<file path="config.mk">
export PLATFORM = sky130hd
export DESIGN_NAME = sd_host_reg_bank
export DESIGN_NICKNAME = d
export VERILOG_FILES = /design/src/rtl/sd_host_pkg.sv /design/src/rtl/sd_w1c_status.sv /design/src/rtl/sd_host_reg_bank.sv
export SDC_FILE = /design/constraint.sdc
export NUM_CORES = 1
export LEC_CHECK = 0
export CAP_MARGIN = 15
export CELL_PAD_IN_SITES_DETAIL_PLACEMENT = 1
export CELL_PAD_IN_SITES_GLOBAL_PLACEMENT = 1
export CORE_ASPECT_RATIO = 1.1
export CORE_MARGIN = 2
export CORE_UTILIZATION = 36
export CTS_CLUSTER_DIAMETER = 30
export CTS_CLUSTER_SIZE = 25
export DETAILED_ROUTE_END_ITERATION = 12
export HOLD_SLACK_MARGIN = 0.03
export PLACE_DENSITY_LB_ADDON = 0.1
export SYNTH_ARGS = -nofsm -noshare
export SYNTH_HDL_FRONTEND = slang
export SYNTH_HIERARCHICAL = 1
export SYNTH_SLANG_ARGS = --single-unit
export TNS_END_PERCENT = 50
</file>
<file path="constraint.sdc">
create_clock -name CLK -period 3.18 [get_ports CLK]
set_input_delay 0.636 -clock CLK [delete_from_list [all_inputs] [get_ports CLK]]
set_output_delay 0.636 -clock CLK [all_outputs]
set_load 0.05 [all_outputs]
</file>
<file path="src/rtl/sd_host_pkg.sv">
// Shared offsets, reset values and interrupt bit indices for the SD host register bank.
package sd_host_pkg;

    // Register byte offsets
    localparam int unsigned OFF_BLK     = 'h004;  // BSR[15:0], BCR[31:16]
    localparam int unsigned OFF_ARG     = 'h008;
    localparam int unsigned OFF_CMD     = 'h00C;  // TMR[15:0], CR[31:16]
    localparam int unsigned OFF_RESP    = 'h010;
    localparam int unsigned OFF_PSR     = 'h024;
    localparam int unsigned OFF_ISR     = 'h030;  // NISR[15:0], EISR[31:16]
    localparam int unsigned OFF_IE      = 'h034;  // NIE[15:0], EIE[31:16]
    localparam int unsigned OFF_ADMA_LO = 'h058;
    localparam int unsigned OFF_ADMA_HI = 'h05C;

    // Reset values
    localparam logic [15:0] RST_BSR  = 16'h0000;
    localparam logic [15:0] RST_BCR  = 16'h0000;
    localparam logic [31:0] RST_ARG  = 32'h0000_0000;
    localparam logic [15:0] RST_TMR  = 16'h0000;
    localparam logic [15:0] RST_CR   = 16'h0000;
    localparam logic [31:0] RST_RESP = 32'h0000_0000;
    localparam logic [15:0] RST_ISR  = 16'h0000;
    localparam logic [15:0] RST_IE   = 16'h0000;
    localparam logic [63:0] RST_ADMA = 64'h0;

    // Present-state bits
    localparam int unsigned PSR_CMD_INHIBIT = 0;
    localparam int unsigned PSR_DAT_INHIBIT = 1;

    // Normal interrupt status bits
    localparam int unsigned NISR_CMD_COMPLETE  = 0;
    localparam int unsigned NISR_XFER_COMPLETE = 1;
    localparam int unsigned NISR_BUF_WR_READY  = 4;
    localparam int unsigned NISR_BUF_RD_READY  = 5;
    localparam int unsigned NISR_CARD_INS      = 6;
    localparam int unsigned NISR_CARD_REM      = 7;
    localparam int unsigned NISR_CARD_INT      = 8;
    localparam int unsigned NISR_ERR_INT       = 15;

    // Error interrupt status bits
    localparam int unsigned EISR_CMD_TIMEOUT = 0;
    localparam int unsigned EISR_CMD_CRC     = 1;
    localparam int unsigned EISR_CMD_END_BIT = 2;
    localparam int unsigned EISR_CMD_INDEX   = 3;
    localparam int unsigned EISR_DAT_TIMEOUT = 4;
    localparam int unsigned EISR_DAT_CRC     = 5;
    localparam int unsigned EISR_DAT_END_BIT = 6;
    localparam int unsigned EISR_ADMA        = 9;

    typedef enum logic [3:0] {
        RegNone,
        RegBlk,
        RegArg,
        RegCmd,
        RegResp,
        RegPsr,
        RegIsr,
        RegIe,
        RegAdmaLo,
        RegAdmaHi
    } reg_sel_e;

    // Replace only the byte lanes whose enable is set
    function automatic logic [31:0] merge_lanes(input logic [31:0] old_val,
                                                input logic [31:0] new_val,
                                                input logic [3:0]  be);
        logic [31:0] mask;
        mask = {{8{be[3]}}, {8{be[2]}}, {8{be[1]}}, {8{be[0]}}};
        return (old_val & ~mask) | (new_val & mask);
    endfunction

endpackage

</file>
<file path="src/rtl/sd_w1c_status.sv">
// Write-1-to-clear interrupt status register with its enable register and irq term.
module sd_w1c_status
    import sd_host_pkg::*;
#(
    parameter int unsigned NIRQ = 16
) (
    input  logic            CLK,
    input  logic            RESET,
    input  logic [NIRQ-1:0] set_i,
    input  logic            sts_wr_i,
    input  logic            en_wr_i,
    input  logic [1:0]      be_i,
    input  logic [15:0]     wdata_i,
    output logic [NIRQ-1:0] status_o,
    output logic [NIRQ-1:0] enable_o,
    output logic            irq_term_o
);

    logic [15:0]     lane_mask;
    logic [NIRQ-1:0] clr;
    logic [NIRQ-1:0] status_q, status_d;
    logic [NIRQ-1:0] enable_q, enable_d;

    // Next state: set pulses override a same-cycle clear
    always_comb begin
        lane_mask = {{8{be_i[1]}}, {8{be_i[0]}}};
        clr       = sts_wr_i ? (wdata_i[NIRQ-1:0] & lane_mask[NIRQ-1:0]) : '0;
        status_d  = (status_q & ~clr) | set_i;
        enable_d  = enable_q;
        if (en_wr_i) begin
            enable_d = (enable_q & ~lane_mask[NIRQ-1:0]) |
                       (wdata_i[NIRQ-1:0] & lane_mask[NIRQ-1:0]);
        end
    end

    // Status and enable flops
    always_ff @(posedge CLK) begin
        if (RESET) begin
            status_q <= RST_ISR[NIRQ-1:0];
            enable_q <= RST_IE[NIRQ-1:0];
        end else begin
            status_q <= status_d;
            enable_q <= enable_d;
        end
    end

    assign status_o   = status_q;
    assign enable_o   = enable_q;
    assign irq_term_o = |(status_q & enable_q);

endmodule

</file>
<file path="src/rtl/sd_host_reg_bank.sv">
// SD host controller CPU register bank: decode, byte-lane writes, registered reads, status/irq.
module sd_host_reg_bank
    import sd_host_pkg::*;
#(
    parameter int unsigned ADDR_W  = 12,
    parameter int unsigned ADMA_AW = 64,
    parameter int unsigned NIRQ    = 16
) (
    input  logic               CLK,
    input  logic               RESET,
    input  logic [ADDR_W-1:0]  reg_address,
    input  logic [31:0]        reg_wr_data,
    input  logic               reg_wr_en,
    input  logic [3:0]         reg_byte_en,
    input  logic               reg_rd_en,
    output logic [31:0]        reg_rd_data,
    output logic               reg_rd_valid,
    input  logic [31:0]        psr_in,
    input  logic [15:0]        nisr_set,
    input  logic [15:0]        eisr_set,
    input  logic [31:0]        resp_in,
    input  logic               resp_wr_en,
    input  logic               blk_cnt_dec,
    output logic [31:0]        arg_o,
    output logic [15:0]        tmr_o,
    output logic [15:0]        cr_o,
    output logic [15:0]        bsr_o,
    output logic [15:0]        bcr_o,
    output logic [ADMA_AW-1:0] adma_addr_o,
    output logic               start_flag,
    output logic               irq
);

    reg_sel_e sel;

    logic [15:0]        bsr_q, bsr_d, bcr_q, bcr_d;
    logic [31:0]        arg_q, arg_d;
    logic [15:0]        tmr_q, tmr_d, cr_q, cr_d;
    logic [31:0]        resp_q, resp_d;
    logic [ADMA_AW-1:0] adma_q, adma_d;
    logic [63:0]        adma_ext_q, adma_ext_d;
    logic [31:0]        rd_data_q, rd_data_d;
    logic               rd_valid_q, rd_valid_d;
    logic               start_q, start_d;
    logic               irq_q, irq_d;

    logic [31:0]        merged_blk, merged_cmd, read_word;
    logic               wr_isr, wr_ie;
    logic [NIRQ-1:0]    nisr_q, nie_q, eisr_q, eie_q;
    logic               nisr_term, eisr_term;

    // Address decode; the upper ADMA word exists only in 64-bit builds
    always_comb begin
        sel = RegNone;
        if (reg_address == ADDR_W'(OFF_BLK))          sel = RegBlk;
        else if (reg_address == ADDR_W'(OFF_ARG))     sel = RegArg;
        else if (reg_address == ADDR_W'(OFF_CMD))     sel = RegCmd;
        else if (reg_address == ADDR_W'(OFF_RESP))    sel = RegResp;
        else if (reg_address == ADDR_W'(OFF_PSR))     sel = RegPsr;
        else if (reg_address == ADDR_W'(OFF_ISR))     sel = RegIsr;
        else if (reg_address == ADDR_W'(OFF_IE))      sel = RegIe;
        else if (reg_address == ADDR_W'(OFF_ADMA_LO)) sel = RegAdmaLo;
        else if (ADMA_AW == 64 && reg_address == ADDR_W'(OFF_ADMA_HI)) sel = RegAdmaHi;
    end

    assign adma_ext_q = 64'(adma_q);

    // Read mux over pre-write state, so a same-cycle write never leaks into the read
    always_comb begin
        read_word = '0;
        unique case (sel)
            RegBlk:    read_word = {bcr_q, bsr_q};
            RegArg:    read_word = arg_q;
            RegCmd:    read_word = {cr_q, tmr_q};
            RegResp:   read_word = resp_q;
            RegPsr:    read_word = psr_in;
            RegIsr:    read_word = {16'(eisr_q), 16'(nisr_q)};
            RegIe:     read_word = {16'(eie_q), 16'(nie_q)};
            RegAdmaLo: read_word = adma_ext_q[31:0];
            RegAdmaHi: read_word = adma_ext_q[63:32];
            default:   read_word = '0;
        endcase
        rd_valid_d = reg_rd_en;
        rd_data_d  = reg_rd_en ? read_word : '0;
    end

    // Register write next-state, block-count decrement and start pulse
    always_comb begin
        merged_blk = merge_lanes({bcr_q, bsr_q}, reg_wr_data, reg_byte_en);
        merged_cmd = merge_lanes({cr_q, tmr_q}, reg_wr_data, reg_byte_en);
        bsr_d      = bsr_q;
        bcr_d      = bcr_q;
        arg_d      = arg_q;
        tmr_d      = tmr_q;
        cr_d       = cr_q;
        resp_d     = resp_q;
        adma_ext_d = adma_ext_q;
        start_d    = 1'b0;

        if (reg_wr_en && sel == RegBlk) begin
            bsr_d = merged_blk[15:0];
        end
        // A CPU write to the count lanes wins over the decrement
        if (reg_wr_en && sel == RegBlk && (reg_byte_en[3] || reg_byte_en[2])) begin
            bcr_d = merged_blk[31:16];
        end else if (blk_cnt_dec && bcr_q != 16'h0) begin
            bcr_d = bcr_q - 16'h1;
        end

        if (reg_wr_en && sel == RegArg) begin
            arg_d = merge_lanes(arg_q, reg_wr_data, reg_byte_en);
        end

        if (reg_wr_en && sel == RegCmd) begin
            tmr_d = merged_cmd[15:0];
            // Command lanes are locked out while the CMD line is busy
            if (!psr_in[PSR_CMD_INHIBIT]) begin
                cr_d    = merged_cmd[31:16];
                start_d = reg_byte_en[3];
            end
        end

        if (resp_wr_en) begin
            resp_d = resp_in;
        end

        if (reg_wr_en && sel == RegAdmaLo) begin
            adma_ext_d[31:0] = merge_lanes(adma_ext_q[31:0], reg_wr_data, reg_byte_en);
        end
        if (reg_wr_en && sel == RegAdmaHi) begin
            adma_ext_d[63:32] = merge_lanes(adma_ext_q[63:32], reg_wr_data, reg_byte_en);
        end
        adma_d = adma_ext_d[ADMA_AW-1:0];

        irq_d = nisr_term | eisr_term;
    end

    assign wr_isr = reg_wr_en && sel == RegIsr;
    assign wr_ie  = reg_wr_en && sel == RegIe;

    sd_w1c_status #(
        .NIRQ (NIRQ)
    ) u_nisr (
        .CLK        (CLK),
        .RESET      (RESET),
        .set_i      (nisr_set[NIRQ-1:0]),
        .sts_wr_i   (wr_isr),
        .en_wr_i    (wr_ie),
        .be_i       (reg_byte_en[1:0]),
        .wdata_i    (reg_wr_data[15:0]),
        .status_o   (nisr_q),
        .enable_o   (nie_q),
        .irq_term_o (nisr_term)
    );

    sd_w1c_status #(
        .NIRQ (NIRQ)
    ) u_eisr (
        .CLK        (CLK),
        .RESET      (RESET),
        .set_i      (eisr_set[NIRQ-1:0]),
        .sts_wr_i   (wr_isr),
        .en_wr_i    (wr_ie),
        .be_i       (reg_byte_en[3:2]),
        .wdata_i    (reg_wr_data[31:16]),
        .status_o   (eisr_q),
        .enable_o   (eie_q),
        .irq_term_o (eisr_term)
    );

    // Register state; reset also discards any access issued in the same cycle
    always_ff @(posedge CLK) begin
        if (RESET) begin
            bsr_q      <= RST_BSR;
            bcr_q      <= RST_BCR;
            arg_q      <= RST_ARG;
            tmr_q      <= RST_TMR;
            cr_q       <= RST_CR;
            resp_q     <= RST_RESP;
            adma_q     <= RST_ADMA[ADMA_AW-1:0];
            rd_data_q  <= '0;
            rd_valid_q <= 1'b0;
            start_q    <= 1'b0;
            irq_q      <= 1'b0;
        end else begin
            bsr_q      <= bsr_d;
            bcr_q      <= bcr_d;
            arg_q      <= arg_d;
            tmr_q      <= tmr_d;
            cr_q       <= cr_d;
            resp_q     <= resp_d;
            adma_q     <= adma_d;
            rd_data_q  <= rd_data_d;
            rd_valid_q <= rd_valid_d;
            start_q    <= start_d;
            irq_q      <= irq_d;
        end
    end

    assign reg_rd_data  = rd_data_q;
    assign reg_rd_valid = rd_valid_q;
    assign arg_o        = arg_q;
    assign tmr_o        = tmr_q;
    assign cr_o         = cr_q;
    assign bsr_o        = bsr_q;
    assign bcr_o        = bcr_q;
    assign adma_addr_o  = adma_q;
    assign start_flag   = start_q;
    assign irq          = irq_q;

endmodule

</file>
Word-level counts from Yosys, hierarchy flattened
Index checks and enable logic that the tools add are counted.
{"block": "op_classes", "n_mux": 14, "addsub": 1, "eq_ne": 18, "n_reduce_logical": 17, "bitwise_logic": 32}
{"op": "32-bit case mux with 9 select lines", "n": 1}
{"op": "32-bit bitwise AND", "n": 6}
{"op": "32-bit OR", "n": 5}
{"op": "16-bit bitwise AND", "n": 8}
{"op": "16-bit two-way mux", "n": 4}
{"op": "16-bit inverter", "n": 4}
{"op": "16-bit OR", "n": 4}
{"op": "12-bit by 6-bit == test with 1-bit output (second input constant)", "n": 3}
{"op": "4-bit two-way mux", "n": 9}
{"op": "32-bit inverter", "n": 1}
{"op": "16-bit OR reduction", "n": 2}
{"op": "12-bit by 4-bit == test with 1-bit output (second input constant)", "n": 2}
{"op": "12-bit by 7-bit == test with 1-bit output (second input constant)", "n": 2}
{"op": "4-bit by 3-bit == test with 1-bit output (second input constant)", "n": 4}
{"op": "16-bit nonzero test", "n": 1}
{"op": "16-bit by 1-bit subtractor with 16-bit output (second input constant)", "n": 1}
{"op": "12-bit by 3-bit == test with 1-bit output (second input constant)", "n": 1}
{"op": "12-bit by 5-bit == test with 1-bit output (second input constant)", "n": 1}
{"op": "1-bit logical AND", "n": 9}
{"op": "4-bit by 2-bit == test with 1-bit output (second input constant)", "n": 2}
{"op": "4-bit == test (second input constant)", "n": 2}
{"op": "4-bit by 1-bit == test with 1-bit output (second input constant)", "n": 1}
{"op": "1-bit inverter", "n": 3}
{"op": "3-bit OR reduction", "n": 1}
{"op": "other kinds (5)", "n": 5}
{"block": "word_totals", "register_bits": 291, "in_bits": 150}

Longest topological paths before layout
Gate-level depths: netlist of run 1.
{"block": "logic_depth", "word_depth": 16, "depth_mapped": 11}

Hierarchy
The synthesis of run 1 kept the hierarchy.
{"module": "sd_host_reg_bank", "seq_area_each_um2": 4544.4, "n_inst": 1, "area_per_inst_um2": 10481.3, "cells_each": 1160}
{"module": "sd_w1c_status", "seq_area_each_um2": 640.6, "n_inst": 2, "area_per_inst_um2": 1327.5, "cells_each": 150}

Worst setup path after synthesis of run 1
OpenSTA, ideal clock, no wires.
{"block": "synth_timing", "path_type": "input to register", "from": "input reg_address[9]", "to": "register (tool-made name)", "slack_ns": 0.583, "arrival_time_ns": 2.478, "path_stages": 8, "setup_ns": 0.120, "cell_sequence": "or4_4 > buf_6 > or4_4 > buf_6 > o211ai_4 > buf_12 > nor4_1 > a211o_1"}
{"element": "start: declaration", "line": "sd_host_reg_bank.sv:11", "rtl": "input logic [ADDR_W-1:0] reg_address,"}

Worst setup path after layout of run 1
{"block": "layout_timing", "from": "input reg_address[4]", "to": "register rd_data_q[25], in the netlist reg_rd_data[25]"}
{"block": "layout_between", "elab_chain_len": 12, "word_cells_on_any_way": 28}
{"element": "12-bit by 7-bit == test with 1-bit output", "line": "sd_host_reg_bank.sv:63", "rtl": "else if (ADMA_AW == 64 && reg_address == ADDR_W'(OFF_ADMA_HI)) sel = RegAdmaHi;"}
{"element": "4-bit two-way mux", "line": "sd_host_reg_bank.sv:63"}
{"element": "4-bit two-way mux", "line": "sd_host_reg_bank.sv:62", "rtl": "else if (reg_address == ADDR_W'(OFF_ADMA_LO)) sel = RegAdmaLo;"}
{"element": "4-bit two-way mux", "line": "sd_host_reg_bank.sv:61", "rtl": "else if (reg_address == ADDR_W'(OFF_IE)) sel = RegIe;"}
{"element": "4-bit two-way mux", "line": "sd_host_reg_bank.sv:60", "rtl": "else if (reg_address == ADDR_W'(OFF_ISR)) sel = RegIsr;"}
{"element": "4-bit two-way mux", "line": "sd_host_reg_bank.sv:59", "rtl": "else if (reg_address == ADDR_W'(OFF_PSR)) sel = RegPsr;"}
{"element": "4-bit two-way mux", "line": "sd_host_reg_bank.sv:58", "rtl": "else if (reg_address == ADDR_W'(OFF_RESP)) sel = RegResp;"}
{"element": "4-bit two-way mux", "line": "sd_host_reg_bank.sv:57", "rtl": "else if (reg_address == ADDR_W'(OFF_CMD)) sel = RegCmd;"}
{"element": "4-bit two-way mux", "line": "sd_host_reg_bank.sv:56", "rtl": "else if (reg_address == ADDR_W'(OFF_ARG)) sel = RegArg;"}
{"element": "4-bit two-way mux *", "line": "sd_host_reg_bank.sv:55", "rtl": "if (reg_address == ADDR_W'(OFF_BLK)) sel = RegBlk;"}
{"element": "4-bit == test (tied with other cells)", "line": "sd_host_reg_bank.sv:71", "rtl": "unique case (sel)"}
{"element": "32-bit case mux with 9 select lines *", "line": "sd_host_reg_bank.sv:71"}
{"element": "end signal: assignment", "line": "sd_host_reg_bank.sv:193", "rtl": "rd_data_q <= rd_data_d;"}
{"element": "end: declaration", "line": "sd_host_reg_bank.sv:42", "rtl": "logic [31:0] rd_data_q, rd_data_d;"}
Mark *: on every way between the ends. The rest lies on a longest branch, timed or not.
A chain may end at the register's enable or synchronous reset.

==> impl_metrics.sql, run 1 <==
INSERT INTO impl_metrics (metric_group, metric, value, unit) VALUES
('die', 'io_pins', '345', ''),
('yosys', 'synth_edf_count', '0', ''),
('yosys', 'synth_top_area_share', '44.3', '%'),
('clocking', 'number_of_h_tree_branching_levels', '3', ''),
('route', 'met3_wl_post_dr', '4.08', 'mm'),
('clocking', 'tritoncts', 'done', ''),
('clocking', 'holdBufCountCts', '0', ''),
('sta', 'final-setup-viol-count', '0', ''),
('worst_setup_path', 'crit_path_end', 'reg_rd_data[25]', ''),
('die', 'core_area', '36100', 'µm²'),
('power_and_ir_drop', 'psw', '3.43', 'mW'),
('sta', 'final_slew_viol_count', '0', ''),
('route', 'met1_length', '24.0', 'mm'),
('sta', 'max_slew_headroom_at_the_worst_pin', '53.9', '%'),
('power_and_ir_drop', 'cellLeakagePower', '7.24', 'nW'),
('clocking', 'numCtsBuffers', '68', ''),
('worst_setup_path', 'endpoint_kind', 'flop', ''),
('global_routing', 'antenna_violations_before_repair', '1', ''),
('yosys', 'synth_cells', '1460', ''),
('layout', 'final_nets', '2035', ''),
('clocking', 'cts.clk_slew.worst_paths', '0.05', 'ns'),
('route', 'routed_wirelength', '62.0', 'mm'),
('yosys', 'synth_most_common_cell', 'dfxtp_1', ''),
('worst_setup_path', 'source_of_the_critical_timing_path', 'reg_address[4]', ''),
('yosys', 'asyncSetResetFlopFracSynth', '0', '%'),
('yosys', 'synth_common_cells', 'dfxtp_1 (291), nor2_1 (193), mux2i_1 (160)', ''),
('yosys', 'synth.yosys.seq_area_share', '44.3', '%'),
('sta', 'grt_setup_unrepaired', 'false', ''),
('route', 'drt_iter0_drc', '988', ''),
('power_and_ir_drop', 'ir_drop', '0.428', 'mV'),
('route', 'route.detailed.vias_per_inst', '5.73', ''),
('clocking', 'root_buffer', 'clkbuf_16', ''),
('sta', 'timing.clock.skew', '0.0236', 'ns'),
('yosys', 'synth_area_per_cell', '9.00', 'µm²'),
('global_routing', 'track_usage', '32.1', '%'),
('power_and_ir_drop', 'internal-power', '8.88', 'mW'),
('route', 'drt_pre_antenna_iters', '7', ''),
('clocking', 'clock_sink_total', '291', ''),
('power_and_ir_drop', 'power_frac_comb', '13.9', '%'),
('yosys', 'dominantRegCellSynth', 'dfxtp_1', ''),
('die', 'initial_utilization', '36.4', '%'),
('clocking', 'clock_insertion_delay_worst_skew', '0.57', 'ns'),
('layout', 'multi_input_comb_area', '6740', 'µm²'),
('route', 'route.met2.wl', '30.9', 'mm'),
('worst_setup_path', 'critical_path.cell_chain', 'clkdlybuf4s50_1, buf_4, and2_0, o21ai_0, a211oi_1, buf_4, o31ai_4, buf_12, a21oi_1', ''),
('sta', 'final_min_period_over_clock_period', '88.0', '%'),
('layout', 'combined_flip_flop_and_latch_cell_area', '5830', 'µm²'),
('global_routing', 'grt_overflow', '0', ''),
('worst_setup_path', 'crit_path_start_kind', 'input pin', ''),
('global_routing', 'grt_max_degree', '75', ''),
('status', 'outcome', 'finished, final reports clean', ''),
('yosys', 'synth_area_leaders', 'dfxtp_1 (44%), mux2i_1 (12%), nor2_1 (5.5%)', ''),
('die', 'design.die.area', '38000', 'µm²'),
('worst_setup_path', 'critPathArrivalTime', '3.23', 'ns'),
('yosys', 'number_of_register_bits_inferred_by_synthesis', '291', ''),
('layout', 'fin_area', '19800', 'µm²'),
('worst_setup_path', 'reg2reg_slack', '0.70', 'ns'),
('worst_setup_path', 'crit_fanout', '20', ''),
('layout', 'post_route_cells_drive_above_1_share', '14.9', '%'),
('route', 'average_detailed_routed_wire_length_per_instance', '25.6', 'µm'),
('global_routing', 'grt_first_pass_wirelength', '90.6', 'mm'),
('worst_setup_path', 'critPathSlowestCell', 'clkdlybuf4s50_1', ''),
('layout', 'fillerInstances', '4118', ''),
('global_routing', 'first_global_vias', '14623', ''),
('yosys', 'synth_warnings', '6', ''),
('power_and_ir_drop', 'p_seq_share', '32.7', '%'),
('placed_design', 'placed_cell_area', '17600', 'µm²'),
('yosys', 'yosysTopAreaCell', 'dfxtp_1', ''),
('worst_setup_path', 'setup.worst_path.class', 'input pin to flop', ''),
('yosys', 'synthesis.nets', '1611', ''),
('clocking', 'clock_path_buffers', '3', '');
worst min-delay path by stage:
stage,start,to,slack [ns],cells past startpoint
floorplan,flop,flop,0.44,2
global placement,flop,flop,0.46,2
detailed placement,flop,flop,0.48,2
CTS,flop,flop,0.48,2
global route,flop,flop,0.50,2
finish,resp_q[17],reg_rd_data[17],0.48,2
cell usage in the layout, fill, tap and decap left out, types with 4 or more instances in the layout:
cell type,instances
clkdlybuf4s50_1,341
dfxtp_1,291
nor2_1,192
mux2i_1,160
nand2_1,144
a21oi_1,136
buf_4,107
nand3_1,81
clkbuf_16,68
o21ai_0,41
a31oi_1,27
a22o_1,21
a221oi_1,21
a22oi_1,19
clkbuf_1,18
a222oi_1,16
mux2_2,15
nor3_1,14
o22ai_1,14
o2bb2ai_1,13
clkinv_2,13
nand4_1,12
buf_12,11
nor4_1,10
a221oi_2,8
nor2b_1,7
a32oi_1,7
clkbuf_8,7
and3_1,6
nand2_2,6
a211o_1,6
nor3_4,5
a211oi_1,5
or4_1,5
inv_6,5
clkinvlp_4,5
nor3_2,4
bufinv_16,4
nand3_2,4
a21oi_2,4
layout make-up:
cell class / count / share of cell area [%]
sequential: 291 / 29.4
tap: 487 / 3.08
antenna: 1 / 0.0126
inverter: 3 / 0.0569
multi-input combinational: 1058 / 34.0
clock buffer: 93 / 9.42
clock inverter: 29 / 1.47
timing repair buffer: 462 / 22.5
cells by family (layout without fill, tap and decap cells):
| kind of cell | after synthesis | count (layout) | share of synthesized area (%) |
|---|---|---|---|
| xor gates and xnor gates | 1 | 1 | 0.0667 |
| buffers and inverters | 111 | 587 | 4.73 |
| DFF | 291 | 291 | 44.3 |
| muxes | 175 | 175 | 13.5 |
| and+or+nand+nor | 520 | 520 | 18.6 |
| AOI/OAI and AO/OA | 361 | 361 | 18.6 |
| adders and majority gates | 1 | 1 | 0.0952 |
| other | 0 | 1 | 0 |
worst max-delay path, delay by kind of cell:
family	cells	cell delay, ns
AND/OR/NAND/NOR	1	0.42
buffers and inverters	4	1.32
AO/OA/AOI/OAI	4	0.85
power by group through the flow:
stage | combinational [mW] | sequential, mW | clock [mW]
2_1_floorplan | 0.732 | 4.25 | 0
3_3_place_gp | 1.66 | 4.08 | 0
3_5_place_dp | 1.68 | 4.08 | 0
4_1_cts | 1.70 | 4.02 | 6.65
5_1_grt | 1.82 | 4.04 | 6.85
6_report | 1.71 | 4.02 | 6.57
through the flow:
step	setup TNS, ns	power (mW)	setup WS, ns	std cells	util, %
after global routing	0	12.7	0.330	2423	54.9
after detailed placement	-1.38	5.76	-0.0925	2301	48.9
after global placement	-0.0867	5.74	-0.0276	2301	48.9
after floorplan	0	4.98	0.583	1460	-
after CTS	0	12.4	0.423	2423	54.9
final	0	12.3	0.380	2424	54.9
layer usage:
metal / GRT usage (%) / vias up
met2: 55.6 / 647
li1: - / 6241
met1: 37.6 / 6818
met3: 6.06 / 171
met4: 16.6 / 2
met5: 0 / -
Note: power is estimated with default switching activity, not from simulation.
==> run 2: changes to the inputs <==
- CORE_MARGIN: 2 -> not set
==> run 2 against run 1 <==
Effect of this change: highest routed layer is now met4; critical path depth is 8 lower; cell area rose by 0.92%; clock skew fell by 0.0055 ns; fmax up 4.0%; critical endpoint is now bcr_o[7]; setup slack improved by 0.11 ns.
==> impl_metrics.sql, run 2 (synthesis gave the netlist of run 1 again) <==
INSERT INTO impl_metrics (metric_group, metric, value, unit) VALUES
('status', 'outcome', 'finished, final reports clean', ''),
('worst_setup_path', 'setup.worst_path.class', 'flop to output pin', ''),
('route', 'drt_pre_antenna_iters', '6', ''),
('global_routing', 'first_global_vias', '14538', ''),
('route', 'via_count', '13981', ''),
('clocking', 'numCtsBuffers', '69', ''),
('power_and_ir_drop', 'p_seq_share', '31.3', '%'),
('global_routing', 'antenna_violations_before_repair', '0', ''),
('sta', 'final_min_period_over_clock_period', '84.6', '%'),
('worst_setup_path', 'crit_path_start_kind', 'flop', ''),
('clocking', 'clock_sink_total', '291', ''),
('layout', 'final_nets', '2034', ''),
('clocking', 'number_of_h_tree_branching_levels', '3', ''),
('die', 'io_pins', '345', ''),
('min_path', 'timing.hold.worst.class', 'flop to flop', ''),
('worst_setup_path', 'endpoint_kind', 'output pin', ''),
('worst_setup_path', 'cp_slowest_stage_delay', '0.90', 'ns'),
('placed_design', 'gp_congestion', '0.891', ''),
('die', 'die_x', '184', 'µm'),
('die', 'initial_utilization', '36.4', '%'),
('sta', 'totalNegativeSetupSlack', '0', 'ns'),
('layout', 'post_route_cells_drive_above_1_share', '15.2', '%'),
('placed_design', 'placed_cells_incl_taps', '2299', ''),
('layout', 'syn2layout_area_growth', '52.1', '%'),
('global_routing', 'grt_max_degree', '153', ''),
('clocking', 'tritoncts', 'done', ''),
('power_and_ir_drop', 'netSwitchingFraction', '27.3', '%'),
('power_and_ir_drop', 'psw', '3.51', 'mW'),
('layout', 'mostFrequentLayoutCells', 'clkdlybuf4s50_1 (341), dfxtp_1 (291), nor2_1 (192)', ''),
('sta', 'grt_setup_unrepaired', 'false', ''),
('route', 'drt_iter0_drc', '1099', ''),
('flow_run', 'drv_cap', '0', ''),
('route', 'drt_drc', '0', ''),
('sta', 'worst_slew_pin_tran', '0.742', 'ns'),
('power_and_ir_drop', 'power_frac_comb', '13.3', '%'),
('sta', 'finalHoldViolations', '0', ''),
('power_and_ir_drop', 'p_clk_share', '55.4', '%'),
('worst_setup_path', 'crit_fanout', '9', ''),
('route', 'routed_wirelength', '61.4', 'mm'),
('sta', 'final.setup.worst_slack', '0.488', 'ns'),
('worst_setup_path', 'critPathSlowestCell', 'clkdlybuf4s50_1', ''),
('clocking', 'clock_path_buffers', '3', ''),
('sta', 'final-setup-viol-count', '0', ''),
('layout', 'fin_area', '20000', 'µm²'),
('route', 'route.detailed.vias_per_inst', '5.77', ''),
('global_routing', 'track_usage', '32.4', '%'),
('layout', 'layout.core_utilization', '55.4', '%'),
('global_routing', 'grt_overflow', '0', ''),
('worst_setup_path', 'critical_path.n_buffers_inverters', '1', ''),
('worst_setup_path', 'critical_path.cell_chain', 'clkdlybuf4s50_1', ''),
('sta', 'final_slew_viol_count', '0', ''),
('power_and_ir_drop', 'cellLeakagePower', '7.34', 'nW'),
('worst_setup_path', 'r2r_cells', '7', ''),
('sta', 'timing.clock.skew', '0.0181', 'ns'),
('global_routing', 'grt_first_pass_wirelength', '90.2', 'mm'),
('worst_setup_path', 'reg2reg_slack', '0.68', 'ns'),
('worst_setup_path', 'worstPathRequired', '2.54', 'ns'),
('placed_design', 'io_buffers', '344', ''),
('power_and_ir_drop', 'internal-power', '9.35', 'mW'),
('layout', 'finalNonFillerCells', '2424', ''),
('clocking', 'post_cts_resize_count', '0', ''),
('route', 'route.antenna.remaining_nets', '0', ''),
('power_and_ir_drop', 'ir_drop', '0.520', 'mV'),
('sta', 'max_slew_headroom_at_the_worst_pin', '50.5', '%'),
('power_and_ir_drop', 'finalPower', '12.9', 'mW'),
('clocking', 'root_buffer', 'clkbuf_16', ''),
('layout', 'antenna_cells_inserted', '0', ''),
('power_and_ir_drop', 'power_per_cell_area', '643', 'nW/µm²'),
('worst_setup_path', 'critPathArrivalTime', '2.06', 'ns'),
('die', 'rows', '73', ''),
('clocking', 'clock_insertion_delay_worst_skew', '0.57', 'ns'),
('placed_design', 'estimated_wirelength_of_the_detail_placed_design', '44.0', 'mm'),
('die', 'die_height', '202', 'µm'),
('min_path', 'hold_path_depth', '2', ''),
('clocking', 'cts_setup_buffers', '0', ''),
('worst_setup_path', 'critical-path-top-delay-family', 'buffers and inverters', ''),
('die', 'core_area', '36100', 'µm²'),
('layout', 'layout.cells.most_common', 'clkdlybuf4s50_1', ''),
('route', 'average_detailed_routed_wire_length_per_instance', '25.3', 'µm'),
('placed_design', 'placed_cell_area', '17600', 'µm²'),
('clocking', 'holdBufCountCts', '0', ''),
('clocking', 'cts.clk_slew.worst_paths', '0.04', 'ns'),
('sta', 'maximum_frequency_from_static_timing_analysis', '372', 'MHz'),
('die', 'design.die.area', '37300', 'µm²'),
('placed_design', 'pre_cts_ws', '0.00601', 'ns'),
('sta', 'fin_hold_ws', '0.473', 'ns'),
('sta', 'min_period', '2.69', 'ns');
[run 2: cell type report]
class / instances / area [µm²]
flip-flops and latches: 291 / 5830
repair buffers: 460 / 4460
well taps: 487 / 609
clock inverters: 27 / 325
inverters: 3 / 11.3
multi-input cells: 1058 / 6740
clock buffers: 98 / 2020
fillers: 4036 / 16100
[run 2: power by group through the flow]
stage	clock network (mW)	registers, mW	logic (mW)
global route	7.39	4.04	1.82
detailed placement	0	4.08	1.69
CTS	7.19	4.02	1.70
global placement	0	4.08	1.67
finish	7.12	4.02	1.71
floorplan	0	4.25	0.732
[run 2: worst max path at each step]
stage / from / endpoint / slack [ns] / cells past startpoint
final: flop / bcr_o[7] / 0.49 / 1
after CTS: flop / bcr_o[5] / 0.44 / 1
after detailed placement: reg_address[7] / flop / 0.006 / 10
after global placement: reg_address[7] / flop / 0.06 / 10
after floorplan: reg_address[9] / flop / 0.58 / 8
after global routing: reg_address[7] / flop / 0.40 / 10
[run 2: per-layer routing]
layer | share of wire (%) | global-route usage [%]
met1 | 40 | 38.8
met2 | 50 | 55.9
met3 | 5.9 | 5.01
met4 | 4.5 | 16.5
met5 | 0 | 0
==> run 3: changes to the inputs <==
- CORE_UTILIZATION: 36 -> 33
- clock period: 3.18 -> 2.3 ns (I/O delays scaled with it)
==> run 3 against run 2 <==
Effect of this change: clock power rose by 64%; via count rose by 1.1%; critical path depth increased by 10; wire length is 5.6% higher; die area up 9.0%; clock skew increased by 0.0047 ns; sequential cell count unchanged; cell area increased by 6.5%; register-to-register slack worse by 0.49 ns.
==> impl_metrics.sql, run 3 (synthesis gave the netlist of run 1 again) <==
INSERT INTO impl_metrics (metric_group, metric, value, unit) VALUES
('die', 'io_pins', '345', ''),
('global_routing', 'first_global_vias', '15053', ''),
('clocking', 'cts.clk_slew.worst_paths', '0.05', 'ns'),
('worst_setup_path', 'crit_fanout', '7', ''),
('layout', 'post_route_cells_drive_above_1_share', '20.7', '%'),
('power_and_ir_drop', 'p_clk_share', '58.9', '%'),
('sta', 'final.setup.worst_slack', '0.00780', 'ns'),
('global_routing', 'track_usage', '31.4', '%'),
('status', 'outcome', 'finished, final reports clean', ''),
('layout', 'mostFrequentLayoutCells', 'clkdlybuf4s50_1 (295), dfxtp_1 (290), nor2_1 (189)', ''),
('route', 'drt_drc', '0', ''),
('placed_design', 'placed_cells_incl_taps', '2404', ''),
('placed_design', 'gp_congestion', '0.897', ''),
('worst_setup_path', 'critical_path.cell_chain', 'clkdlybuf4s50_1, buf_4, nor4_4, buf_4, nand3_1, buf_4, buf_4, o22ai_1, buf_4, a21oi_1, a21oi_1', ''),
('min_path', 'holdPathEnd', 'reg_rd_valid', ''),
('die', 'rows', '76', ''),
('layout', 'combined_flip_flop_and_latch_cell_area', '5830', 'µm²'),
('sta', 'timing.clock.skew', '0.0228', 'ns'),
('flow_run', 'drv_cap', '0', ''),
('clocking', 'holdBufCountCts', '0', ''),
('power_and_ir_drop', 'power_per_cell_area', '933', 'nW/µm²'),
('die', 'core_area', '39200', 'µm²'),
('power_and_ir_drop', 'cellLeakagePower', '8.32', 'nW'),
('clocking', 'numCtsBuffers', '76', ''),
('layout', 'fillerInstances', '4419', ''),
('power_and_ir_drop', 'psw', '5.23', 'mW'),
('global_routing', 'grt_first_pass_wirelength', '93.9', 'mm'),
('route', 'drt_iter0_drc', '1051', ''),
('clocking', 'clock_sink_total', '291', ''),
('layout', 'finalNonFillerCells', '2546', ''),
('worst_setup_path', 'worstPathRequired', '2.80', 'ns'),
('route', 'average_detailed_routed_wire_length_per_instance', '25.5', 'µm'),
('clocking', 'tritoncts', 'done', ''),
('sta', 'worst_slew_pin_tran', '0.608', 'ns'),
('power_and_ir_drop', 'netSwitchingFraction', '26.3', '%'),
('route', 'routed_wirelength', '64.8', 'mm'),
('sta', 'grt_setup_unrepaired', 'true', ''),
('die', 'die_x', '192', 'µm'),
('min_path', 'hold_path_depth', '2', ''),
('worst_setup_path', 'critPathArrivalTime', '2.79', 'ns'),
('worst_setup_path', 'critical-path-top-delay-family', 'buffers and inverters', ''),
('worst_setup_path', 'crit_path_start_kind', 'input pin', ''),
('sta', 'maximum_frequency_from_static_timing_analysis', '436', 'MHz'),
('power_and_ir_drop', 'finalPower', '19.9', 'mW'),
('route', 'via_count', '14131', ''),
('worst_setup_path', 'critical_path.n_buffers_inverters', '6', ''),
('clocking', 'clock_path_buffers', '3', ''),
('worst_setup_path', 'endpoint_kind', 'flop', ''),
('die', 'initial_utilization', '33.5', '%'),
('clocking', 'clock_insertion_delay_worst_skew', '0.58', 'ns'),
('layout', 'syn2layout_area_growth', '62.1', '%'),
('global_routing', 'grt_overflow', '0', ''),
('die', 'die_height', '211', 'µm'),
('global_routing', 'grt_max_degree', '119', ''),
('worst_setup_path', 'setup.worst_path.class', 'input pin to flop', ''),
('sta', 'finalHoldViolations', '0', ''),
('power_and_ir_drop', 'internal-power', '14.6', 'mW'),
('power_and_ir_drop', 'p_seq_share', '27.5', '%'),
('die', 'design.die.area', '40600', 'µm²'),
('route', 'route.antenna.remaining_nets', '0', ''),
('power_and_ir_drop', 'power_frac_comb', '13.6', '%'),
('min_path', 'holdCritStartpoint', 'RESET', ''),
('worst_setup_path', 'reg2reg_slack', '0.19', 'ns'),
('worst_setup_path', 'r2r_cells', '9', ''),
('global_routing', 'antenna_violations_before_repair', '3', ''),
('sta', 'final_min_period_over_clock_period', '99.7', '%'),
('clocking', 'root_buffer', 'clkbuf_16', ''),
('min_path', 'timing.hold.worst.class', 'input pin to flop', ''),
('sta', 'min_period', '2.29', 'ns'),
('sta', 'final_slew_viol_count', '0', ''),
('worst_setup_path', 'critPathSlowestCell', 'clkdlybuf4s50_1', ''),
('layout', 'layout.core_utilization', '54.3', '%'),
('clocking', 'number_of_h_tree_branching_levels', '3', ''),
('placed_design', 'estimated_wirelength_of_the_detail_placed_design', '47.5', 'mm'),
('worst_setup_path', 'critical-path-top-cell-by-count', 'buf_4', ''),
('sta', 'max_slew_headroom_at_the_worst_pin', '59.5', '%'),
('route', 'drt_pre_antenna_iters', '7', ''),
('placed_design', 'io_buffers', '344', ''),
('layout', 'final_nets', '2128', ''),
('layout', 'multi_input_comb_area', '6830', 'µm²'),
('layout', 'layout.cells.most_common', 'clkdlybuf4s50_1', ''),
('route', 'route.detailed.vias_per_inst', '5.55', ''),
('worst_setup_path', 'cp_slowest_stage_delay', '0.42', 'ns'),
('sta', 'final-setup-viol-count', '0', ''),
('power_and_ir_drop', 'ir_drop', '0.610', 'mV'),
('placed_design', 'pre_cts_ws', '-0.667', 'ns');
## run 3: what timing repair did
| action | CTS | global route |
|---|---|---|
| endpoints found under the setup margin | 56 | 178 |
| pin swaps | 0 | 2 |
| buffers inserted | 0 | 1 |
| gates resized for setup | 37 | 20 |
| hold endpoints to repair | 0 | 0 |
| cloned | 0 | 1 |
## run 3: how the worst max path moves through the flow
stage	start	endpoint	slack (ns)	cells past startpoint
2_1_floorplan	reg_address[1]	flop	-0.12	8
3_3_place_gp	reg_address[6]	reg_rd_data[1]	-0.67	8
3_5_place_dp	reg_address[6]	reg_rd_data[12]	-0.67	8
4_1_cts	reg_address[6]	flop	-0.01	6
5_1_grt	reg_address[4]	flop	-0.06	11
6_report	reg_address[9]	reg_rd_data[26]	0.008	11
## run 3: metal layers
layer / vias up / global-route usage, % / wire length, µm
met4: 0 / 16.1 / 2800
met3: 151 / 4.95 / 3500
met2: 550 / 54.8 / 32700
met5: - / 0 / 0
met1: 7000 / 36.9 / 25800
li1: 6430 / - / -
## run 3: area by class of cell
cell class | count | area share (%)
tap | 507 | 2.98
sequential | 291 | 27.4
timing repair buffer | 546 | 24.2
clock buffer | 94 | 9.96
clock inverter | 43 | 3.30
antenna | 3 | 0.0353
multi-input combinational | 1059 | 32.1
inverter | 3 | 0.0529
## run 3: worst reg2reg max path, stage by stage, from the launching register on
cell	delay, ns
dfxtp_1	0.31
inv_1	0.07
ha_1	0.20
nor3b_1	0.23
buf_4	0.16
nand3_1	0.19
buf_4	0.24
o21ba_2	0.28
nor3_1	0.21
a211oi_1	0.07
## run 3: metrics by stage
step	hold WS (ns)	TNS (ns)	area, µm²
4_1_cts	0.191	-0.0390	21200
3_5_place_dp	0.474	-124.10	18400
3_3_place_gp	0.462	-119.11	18400
5_1_grt	0.194	-0.744	21300
6_report	0.206	0	21300
2_1_floorplan	0.440	-0.898	13100
## run 3: power groups by stage
| stage | Clock (mW) | Combinational, mW | Sequential (mW) |
|---|---|---|---|
| after floorplan | 0 | 1.03 | 5.88 |
| after global placement | 0 | 2.65 | 5.55 |
| after detailed placement | 0 | 2.67 | 5.55 |
| after CTS | 11.8 | 2.65 | 5.46 |
| after global routing | 12.1 | 2.86 | 5.48 |
| final | 11.7 | 2.70 | 5.47 |
==> variant (settings of run 1) <==
Take the reset off `rd_data_q` and load it in a clocked block of its own.
--- a/src/rtl/sd_host_reg_bank.sv
+++ b/src/rtl/sd_host_reg_bank.sv
@@ -180,3 +180,2 @@
             adma_q     <= RST_ADMA[ADMA_AW-1:0];
-            rd_data_q  <= '0;
             rd_valid_q <= 1'b0;
@@ -192,3 +191,2 @@
             adma_q     <= adma_d;
-            rd_data_q  <= rd_data_d;
             rd_valid_q <= rd_valid_d;
@@ -197,2 +195,6 @@
         end
+    end
+
+    always_ff @(posedge CLK) begin
+        rd_data_q <= rd_data_d;
     end
Check against the original RTL: not equivalent (a bounded check fails within 4 cycles, from zero or initial values and one cycle with RESET high).
==> variant against run 1 <==
Setup slack better by 0.056 ns; maximum frequency is 2.0% higher; routed wire length is 5.4% higher; synthesized area is 0.46% lower; final cell count is 2.5% higher; sequential cell count stayed put; global-route usage is 1.7 points higher; design area is 1.7% higher; via count is 4.2% higher; power is 9.2% higher; synthesized cell count is 2.6% higher.
==> variant: results <==
set metrics [dict create \
    outcome "finished, final reports clean" \
    cpLargestDelayFamily "buffers and inverters" \
    grt_max_degree 92 \
    synthXorXnorAreaFrac 0.001340 \
    post_synth_most_frequent_cells "291 x dfxtp_1, 235 x nand2_1, 203 x a21oi_1, 141 x nor2_1, 72 x mux2i_1" \
    asyncSetResetFlopFracSynth 0 \
    grt_util_all_layers 0.3385 \
    post-place-cells 2354 \
    worst_pin_slew_ns 0.8174 \
    cts_post_setup_buffers_inserted 0 \
    detailedRoute.firstIterationViolations 1350 \
    holdCritPathClass "register to register" \
    detailroute.via_count 14460 \
    post_synth_main_area_contributors "dfxtp_1 45%, a21oi_1 7.8%, nand2_1 6.7%, mux2i_1 5.5%, nor2_1 4.0%" \
    ctsResizeCount 0 \
    route.detailed.vias_per_inst 5.822 \
    synth_warnings 6 \
    grt_pass1_wl_mm 95.16 \
    leakage_component_of_the_power_nw 7.173 \
    synth_fa_ha_area_frac 0.0009568 \
    htree_num_levels 3 \
    final.setup_skew_ns 0.01840 \
    tritoncts.num_buffers 73 \
    initial_antenna_violation_count 4 \
    vias_in_the_first_global_route 15150 \
    number_of_buffer_cells_added_on_primary_ports 344 \
    syn_avg_cell_area_um2 8.729 \
    post_drt_wl_per_cell_um 26.29 \
    synth_seq_area_share 0.4455 \
    finish.net_count 2093 \
    post_synth_mux_area_share 0.06545 \
    detailedPlacementHpwl_mm 46.32 \
    dp_slack_ns -0.03019 \
    vdd_ir_drop_max_uv 522.6 \
    worst_path_max_delay_cell "clkdlybuf4s50_1" \
    drive_gt1_frac 0.1563 \
    cts.path.max_buffers 3 \
    worstSkewPairLatency_ns 0.57 \
    gp_congestion 0.9195 \
    synth_compound_area_frac 0.2374 \
    cts-root-buf "clkbuf_16" \
    crit_arrival_ns 3.24 \
    placed_area_um2 17710 \
    syn_nets 1649 \
    worst_path_largest_cell_delay_ns 0.68 \
    drt_pre_antenna_iters 6 \
    cp_max_fo 10 \
    clk_pin_slew_worst_paths_ns 0.04 \
    yosysUniqueCellTypes 74 \
]
==> variant: cell types whose count changed after synthesis, moves of 14 or more <==
cell,delta
nand2_1,+91
mux2i_1,-88
a21oi_1,+67
nor2_1,-52
a22o_1,+24
a22oi_1,+18
o22ai_1,-14
==> variant: power breakdown <==
part / switching [mW] / internal [mW]
Clock: 2.31 / 5.02
Sequential: 0.228 / 3.81
Combinational: 1.27 / 0.800
==> variant: per-layer routing <==
layer | part of all wire | vias up | routed length (µm) | global-route usage
li1 | - | 6422 | - | -
met1 | 0.39 | 7201 | 25640 | 0.4060
met2 | 0.49 | 660 | 32260 | 0.5793
met3 | 0.067 | 173 | 4354 | 0.06361
met4 | 0.046 | 6 | 3015 | 0.1639
met5 | 0.00052 | - | 34 | 0
==> variant: worst paths after layout <==
check	from	to	slack, ns	cells after the start
setup / recovery	reg_address[2]	reg_rd_data[17]	0.44	9
hold / removal	register	register	0.47	2
setup reg to reg	register	register	0.79	8
hold reg to reg	register	register	0.47	2
==> variant: worst register-to-register path: stages (launching register included) <==
cell and delay, ns:
dfxtp_1 0.39, inv_1 0.10, ha_1 0.23, nor3b_1 0.21, buf_4 0.16, nand3_1 0.23, o211a_1 0.33, nor2_1 0.43
o32ai_1 0.16
==> variant: logic make-up (layout without fill, tap and decap cells) <==
kind of cell	count (synthesis)	after routing
DFF	291	291
other	0	1
and+or+nand+nor	547	547
adders and majority gates	1	1
buffers and inverters	108	606
xor gates and xnor gates	2	2
muxes	84	84
AOI/OAI and AO/OA	465	465
==> variant: cell type report <==
class / instances / area [µm²]
Inverter: 4 / 15.01
Multi-Input combinational cell: 1099 / 6679
Timing Repair Buffer: 473 / 4578
Antenna cell: 1 / 2.502
Tap cell: 487 / 609.3
Sequential cell: 291 / 5826
Clock buffer: 98 / 2072
Clock inverter: 31 / 366.6
Fill cell: 4148 / 15840
